File: src/rtl/fir_out_quant_pkg.sv
// rtl/fir_out_quant_pkg.sv - shared widths and defaults for the FIR and its output stage
`ifndef OPERAND_SIZE
`define OPERAND_SIZE 16
`endif

package fir_out_quant_pkg;

   localparam int FIR_OPERAND_SIZE = `OPERAND_SIZE;
   localparam int FIR_IN_W         = 2 * FIR_OPERAND_SIZE;
   localparam int OUT_W_DEF        = 16;
   localparam int SHIFT_DEF        = 15;
   localparam int TAPS_DEF         = 3;
   localparam int DEPTH_DEF        = 4;

   typedef struct packed {
      logic sat;
      logic ovf;
   } flags_t;

endpackage

File: src/rtl/fir_out_quant_sync_fifo.sv
// rtl/fir_out_quant_sync_fifo.sv - power-of-two synchronous FIFO with flush and registered head
module fir_out_quant_sync_fifo #(
   parameter int WIDTH = 16,
   parameter int DEPTH = 4
) (
   input  logic             clk,
   input  logic             rst,
   input  logic             flush,
   input  logic             push,
   input  logic             pop,
   input  logic [WIDTH-1:0] din,
   output logic [WIDTH-1:0] dout,
   output logic             full,
   output logic             empty
);

   localparam int PTR_W = $clog2(DEPTH);
   localparam int CNT_W = PTR_W + 1;

   logic [WIDTH-1:0] mem_q [DEPTH];
   logic [WIDTH-1:0] mem_d [DEPTH];
   logic [PTR_W-1:0] wr_ptr_q, wr_ptr_d;
   logic [PTR_W-1:0] rd_ptr_q, rd_ptr_d;
   logic [CNT_W-1:0] count_q, count_d;
   logic [WIDTH-1:0] dout_q, dout_d;
   logic             push_ok;
   logic             pop_ok;

   assign full  = (count_q == CNT_W'(DEPTH));
   assign empty = (count_q == '0);
   assign dout  = dout_q;

   always_comb begin
      push_ok  = push && !full;
      pop_ok   = pop && !empty;
      mem_d    = mem_q;
      wr_ptr_d = wr_ptr_q;
      rd_ptr_d = rd_ptr_q;
      count_d  = count_q;
      if (flush) begin
         wr_ptr_d = '0;
         rd_ptr_d = '0;
         count_d  = '0;
      end else begin
         if (push_ok) begin
            mem_d[wr_ptr_q] = din;
            wr_ptr_d        = wr_ptr_q + PTR_W'(1);
         end
         if (pop_ok) begin
            rd_ptr_d = rd_ptr_q + PTR_W'(1);
         end
         case ({push_ok, pop_ok})
            2'b10:   count_d = count_q + CNT_W'(1);
            2'b01:   count_d = count_q - CNT_W'(1);
            default: count_d = count_q;
         endcase
      end
      // Head is registered from next-state memory so a write into an empty FIFO shows one cycle later; empty holds.
      dout_d = dout_q;
      if (count_d != '0) begin
         dout_d = mem_d[rd_ptr_d];
      end
   end

   always_ff @(posedge clk) begin
      if (rst) begin
         wr_ptr_q <= '0;
         rd_ptr_q <= '0;
         count_q  <= '0;
         dout_q   <= '0;
         for (int i = 0; i < DEPTH; i++) begin
            mem_q[i] <= '0;
         end
      end else begin
         wr_ptr_q <= wr_ptr_d;
         rd_ptr_q <= rd_ptr_d;
         count_q  <= count_d;
         dout_q   <= dout_d;
         mem_q    <= mem_d;
      end
   end

endmodule

File: src/rtl/fir_out_quant.sv
// rtl/fir_out_quant.sv - FIR output stage: warm-up suppression, round/saturate, output FIFO
module fir_out_quant
   import fir_out_quant_pkg::*;
#(
   parameter int OPERAND_SIZE = FIR_OPERAND_SIZE,
   parameter int OUT_W        = OUT_W_DEF,
   parameter int SHIFT        = SHIFT_DEF,
   parameter int TAPS         = TAPS_DEF,
   parameter int DEPTH        = DEPTH_DEF
) (
   input  logic                      clk,
   input  logic                      rst,
   input  logic [2*OPERAND_SIZE-1:0] y,
   input  logic                      in_valid,
   output logic                      in_ready,
   input  logic                      flush,
   input  logic                      clr_flags,
   output logic [OUT_W-1:0]          out_data,
   output logic                      out_valid,
   input  logic                      out_ready,
   output logic                      sat_flag,
   output logic                      ovf_flag
);

   localparam int IN_W   = 2 * OPERAND_SIZE;
   localparam int WARM_W = (TAPS > 1) ? $clog2(TAPS) : 1;
   localparam logic [WARM_W-1:0] WARM_MAX = WARM_W'(TAPS - 1);
   localparam logic [IN_W:0] RND = (IN_W + 1)'(1) << (SHIFT - 1);
   localparam logic signed [IN_W:0] Q_MAX = {{(IN_W - OUT_W + 2){1'b0}}, {(OUT_W - 1){1'b1}}};
   localparam logic signed [IN_W:0] Q_MIN = {{(IN_W - OUT_W + 2){1'b1}}, {(OUT_W - 1){1'b0}}};

   flags_t              flags_q, flags_d;
   logic [WARM_W-1:0]   warm_cnt_q, warm_cnt_d;
   logic [IN_W:0]       t_u;
   logic signed [IN_W:0] q_s;
   logic [OUT_W-1:0]    q_out;
   logic                q_sat;
   logic                live;
   logic                push;
   logic                drop;
   logic                pop;
   logic                full;
   logic                empty;

   // One guard bit keeps the rounding add from wrapping at the positive extreme.
   always_comb begin
      t_u   = {y[IN_W-1], y} + RND;
      q_s   = $signed(t_u) >>> SHIFT;
      q_out = q_s[OUT_W-1:0];
      q_sat = 1'b0;
      if (q_s > Q_MAX) begin
         q_out = Q_MAX[OUT_W-1:0];
         q_sat = 1'b1;
      end else if (q_s < Q_MIN) begin
         q_out = Q_MIN[OUT_W-1:0];
         q_sat = 1'b1;
      end
   end

   always_comb begin
      live       = in_valid && !flush && (warm_cnt_q == WARM_MAX);
      push       = live && !full;
      drop       = live && full;
      pop        = out_valid && out_ready && !flush;
      warm_cnt_d = warm_cnt_q;
      if (flush) begin
         warm_cnt_d = '0;
      end else if (in_valid && (warm_cnt_q != WARM_MAX)) begin
         warm_cnt_d = warm_cnt_q + WARM_W'(1);
      end
      flags_d = flags_q;
      if (clr_flags) begin
         flags_d = '0;
      end
      if (push && q_sat) begin
         flags_d.sat = 1'b1;
      end
      if (drop) begin
         flags_d.ovf = 1'b1;
      end
   end

   always_ff @(posedge clk) begin
      if (rst) begin
         warm_cnt_q <= '0;
         flags_q    <= '0;
      end else begin
         warm_cnt_q <= warm_cnt_d;
         flags_q    <= flags_d;
      end
   end

   fir_out_quant_sync_fifo #(
      .WIDTH (OUT_W),
      .DEPTH (DEPTH)
   ) u_fifo (
      .clk   (clk),
      .rst   (rst),
      .flush (flush),
      .push  (push),
      .pop   (pop),
      .din   (q_out),
      .dout  (out_data),
      .full  (full),
      .empty (empty)
   );

   assign in_ready  = !full;
   assign out_valid = !empty;
   assign sat_flag  = flags_q.sat;
   assign ovf_flag  = flags_q.ovf;

endmodule

File: config.mk
export PLATFORM = sky130hd
export DESIGN_NAME = fir_out_quant
export DESIGN_NICKNAME = d
export VERILOG_FILES = /design/src/rtl/fir_out_quant_pkg.sv /design/src/rtl/fir_out_quant_sync_fifo.sv /design/src/rtl/fir_out_quant.sv
export SDC_FILE = /design/constraint.sdc
export NUM_CORES = 1
export LEC_CHECK = 0
export ABC_AREA = 1
export CAP_MARGIN = 20
export CORE_AREA = 2 2 115 117
export DETAILED_ROUTE_END_ITERATION = 16
export DIE_AREA = 0 0 117 119
export PLACE_DENSITY = 0.57
export SLEW_MARGIN = 20
export SYNTH_ARGS = -nofsm -noshare
export SYNTH_HDL_FRONTEND = slang
export SYNTH_SLANG_ARGS = --single-unit
File: constraint.sdc
create_clock -name clk -period 2.9 [get_ports clk]
set_input_delay 0.58 -clock clk [delete_from_list [all_inputs] [get_ports clk]]
set_output_delay 0.58 -clock clk [all_outputs]
set_load 0.02 [all_outputs]
==> out/qor.yml <==
run_status:
  run_status: "complete, no violations"
place:
  routabilityCongestion: 0.823
  count_of_input_and_output_buffers: 43
  detailedPlacementHpwl_mm: 8.61
  dpl.cell_count: 933
routing:
  met2_length_mm: 6.29
  detail_route.wl_per_cell_um: 13.2
  iteration_count_of_the_initial_detailed_routing_pass: 5
  drt_first_iter_violations: 274
  vias: 4695
  drt_drc_violations_left: 0
  drt-total-wl_mm: 12.5
  drtAntennaViolNets: 0
  met3_wirelength_um: 321
  wl_met1_mm: 5.55
  routed_via_density: 4.95
  maxUsedRoutingLayer: "met4"
layout:
  antenna_cells: 0
  finish.net_count: 814
  num-fill-cells: 1260
  layout_commonest_cell: "sky130_fd_sc_hd__nand3_1"
  share_of_post_route_cells_with_drive_strength_above_1_pct: 21.7
  flow.area_growth_from_synthesis_pct: 23.9
  postLayoutCoreUtil_pct: 47.9
  multiInputGateArea_um2: 2810
  layout.area.seq_um2: 1820
  layout_common_cells: "sky130_fd_sc_hd__nand3_1 (164), sky130_fd_sc_hd__nand2_1 (130), sky130_fd_sc_hd__dfxtp_1 (91)"
  finish.cell_count_without_fillers: 949
clock_tree:
  clock_latency_of_the_later_clocked_register_in_the_worst_skew_pair_ns: 0.34
  cts.sinks: 91
  cts_htree_levels: 3
  post_cts_setup_driven_buffer_insertion_count: 0
  max-clock-path-buffers: 2
  tritoncts: "yes"
  ctsHoldBuffers: 0
  clk_pin_slew_worst_paths_ns: 0.06
  clock_tree.root_cell: "sky130_fd_sc_hd__clkbuf_16"
  numCtsBuffers: 9
setup_path:
  crit_slowest_cell: "sky130_fd_sc_hd__clkdlybuf4s50_1"
  worst_path_dominant_cell_family: "simple AND/OR/NAND/NOR gates"
  largest_fanout_on_the_critical_path: 29
  cp.buffers_inverters: 2
  critPathLaunchType: "primary input"
  endpoint_kind: "flop"
  timing.critical_path.arrival_ns: 2.87
  critPathRequiredTime_ns: 3.13
  critical-path-max-stage-delay_ns: 0.47
  cp_common_cell: "sky130_fd_sc_hd__nand2_1"
  critPathKind: "primary input to flop"
  critical_path.cell_chain: "clkdlybuf4s50_1 > nand2_1 > nor2_1 > nand2_1 > ha_1 > fa_1 > nand2_1 > nand2_1 > nor2_1 > nand2_1 > nand3_1 > nand3_2 > buf_12 > o21ai_0 > a21oi_2"
power_and_ir_drop:
  cellLeakagePower_nw: 2.61
  vdd_ir_drop_max_mv: 0.348
  power_density_nw_per_um2: 436
sta:
  period_share_pct: 91.0
  max-slew-margin-rel_pct: 49.2
  clock_period_minus_final_worst_setup_slack_ns: 2.64
  grt_setup_unrepaired: "false"
  finalSetupTns_ns: 0
  hold_viol: 0
  final-max-slew-violation-count: 0
  clock-skew-final_ns: 0.00515
  tightestPinTransition_ns: 0.762
  max_clock_freq_ghz: 0.379
  endpoints_failing_setup: 0
die:
  die-height_um: 119
  fp-row-count: 42
  io-pin-count: 58
  floorplan.core_area_um2: 12900
  start_util_pct: 38.7
  chipWidth_um: 117
  die-area_um2: 13900
yosys:
  flop_and_latch_count_out_of_synthesis: 91
  synth_edf_count: 0
  syn_avg_cell_area_um2: 7.10
  synth.net_count: 748
  predominant_post_synthesis_flop_cell: "sky130_fd_sc_hd__dfxtp_1"
  async_flop_share_pct: 0
  synth_cells: 702
  netlist_area_um2: 4980
  synth_cell_type_count: 28
  synth_sequential_area_ratio_pct: 36.6
  yosys_warnings: 0
grt:
  global_route.usage.total_pct: 19.2
  vias_in_the_first_global_route: 4612
  grt_pass1_wl_mm: 21.2
  grt_start_max_net_pins: 71
  grt_antenna_before_repair: 0
  grt_remaining_overflow: 0
job:
  cap_viol_max_count: 0
worst_hold_path:
  min_path_type: "flop to flop"
==> cells by family (layout without fill, tap and decap cells) <==
kind of cell | after synthesis | in the layout | share of synthesized area (%)
xor gates and xnor gates | 13 | 13 | 2.29
DFF | 91 | 91 | 36.6
and+or+nand+nor | 468 | 468 | 45.4
adders and majority gates | 8 | 8 | 2.16
buffers and inverters | 71 | 142 | 7.18
AOI/OAI and AO/OA | 51 | 51 | 6.40
==> repair_timing <==
item / in CTS / in global routing
endpoints found under the hold margin: 0 / 0
setup endpoints to repair: 0 / 9
gates resized for setup: 0 / 1
==> flip-flops by register name, indices dropped and copies added (netlist names) <==
name             count
ovf_flag             1
sat_flag             1
u_fifo.count_q       3
u_fifo.dout         16
u_fifo.mem_q        64
u_fifo.rd_ptr_q      2
u_fifo.wr_ptr_q      2
warm_cnt_q           2
==> path summary, 6_finish.rpt <==
path,from,endpoint,slack [ns],cells after the start
hold reg to reg,ovf_flag$_SDFFE_PP0P_,ovf_flag$_SDFFE_PP0P_,0.46,2
hold / removal,ovf_flag$_SDFFE_PP0P_,ovf_flag$_SDFFE_PP0P_,0.46,2
setup reg to reg,warm_cnt_q[0]$_SDFFE_PP0P_,u_fifo.dout[10]$_SDFFE_PP0P_,0.40,16
setup / recovery,in_valid,u_fifo.dout[10]$_SDFFE_PP0P_,0.26,15
==> worst reg2reg max path, cell delays in order (launching register included) <==
cell                      delay, ns
sky130_fd_sc_hd__dfxtp_1       0.31
sky130_fd_sc_hd__inv_1         0.07
sky130_fd_sc_hd__ha_1          0.19
sky130_fd_sc_hd__nand2_1       0.06
sky130_fd_sc_hd__nor2_1        0.12
sky130_fd_sc_hd__nand2_1       0.09
sky130_fd_sc_hd__ha_1          0.23
sky130_fd_sc_hd__fa_1          0.39
sky130_fd_sc_hd__nand2_1       0.07
sky130_fd_sc_hd__nand2_1       0.05
sky130_fd_sc_hd__nor2_1        0.08
sky130_fd_sc_hd__nand2_1       0.05
sky130_fd_sc_hd__nand3_1       0.12
sky130_fd_sc_hd__nand3_2       0.10
sky130_fd_sc_hd__buf_12        0.18
sky130_fd_sc_hd__o21ai_0       0.22
sky130_fd_sc_hd__a21oi_2       0.05
==> through the flow <==
stage	power [mW]	hold WS [ns]	setup WS [ns]	area, um2
6_report	2.69	0.463	0.260	6170
4_1_cts	2.73	0.470	0.229	6170
5_1_grt	2.80	0.493	0.00923	6170
3_5_place_dp	1.57	0.458	-0.120	5870
2_1_floorplan	1.46	0.450	0.291	4980
3_3_place_gp	1.57	0.456	-0.0663	5870
==> layer usage <==
metal  up-vias  GRT usage (%)
li1       2413              -
met1      2182           23.1
met4         0           7.65
met5         -              0
met2        78           32.7
met3        22           4.22
==> area by class of cell <==
type | instances | share of cell area (%)
Inverter | 32 | 1.95
Clock inverter | 1 | 0.0811
Timing Repair Buffer | 94 | 14.7
Multi-Input combinational cell | 540 | 45.5
Clock buffer | 15 | 4.66
Sequential cell | 91 | 29.5
Tap cell | 176 | 3.57
==> cell usage after synthesis (7+ instances only) <==
| cell type | instances | area, um2 |
|---|---|---|
| sky130_fd_sc_hd__xor2_1 | 8 | 70.1 |
| sky130_fd_sc_hd__a21oi_1 | 7 | 35.0 |
| sky130_fd_sc_hd__nand2_2 | 8 | 50.1 |
| sky130_fd_sc_hd__a21oi_2 | 15 | 131 |
| sky130_fd_sc_hd__or2_2 | 60 | 375 |
| sky130_fd_sc_hd__nor2_1 | 84 | 315 |
| sky130_fd_sc_hd__nand2_1 | 130 | 488 |
| sky130_fd_sc_hd__ha_1 | 7 | 87.6 |
| sky130_fd_sc_hd__nand2_4 | 11 | 124 |
| sky130_fd_sc_hd__nand3_1 | 165 | 826 |
| sky130_fd_sc_hd__o21ai_0 | 26 | 130 |
| sky130_fd_sc_hd__dfxtp_1 | 91 | 1820 |
| sky130_fd_sc_hd__clkbuf_1 | 17 | 63.8 |
| sky130_fd_sc_hd__inv_1 | 32 | 120 |
==> power breakdown <==
group | switching, mW | internal [mW]
clock | 0.473 | 0.674
combinational | 0.159 | 0.117
sequential | 0.00538 | 1.26
(Power assumes the default switching activity.)
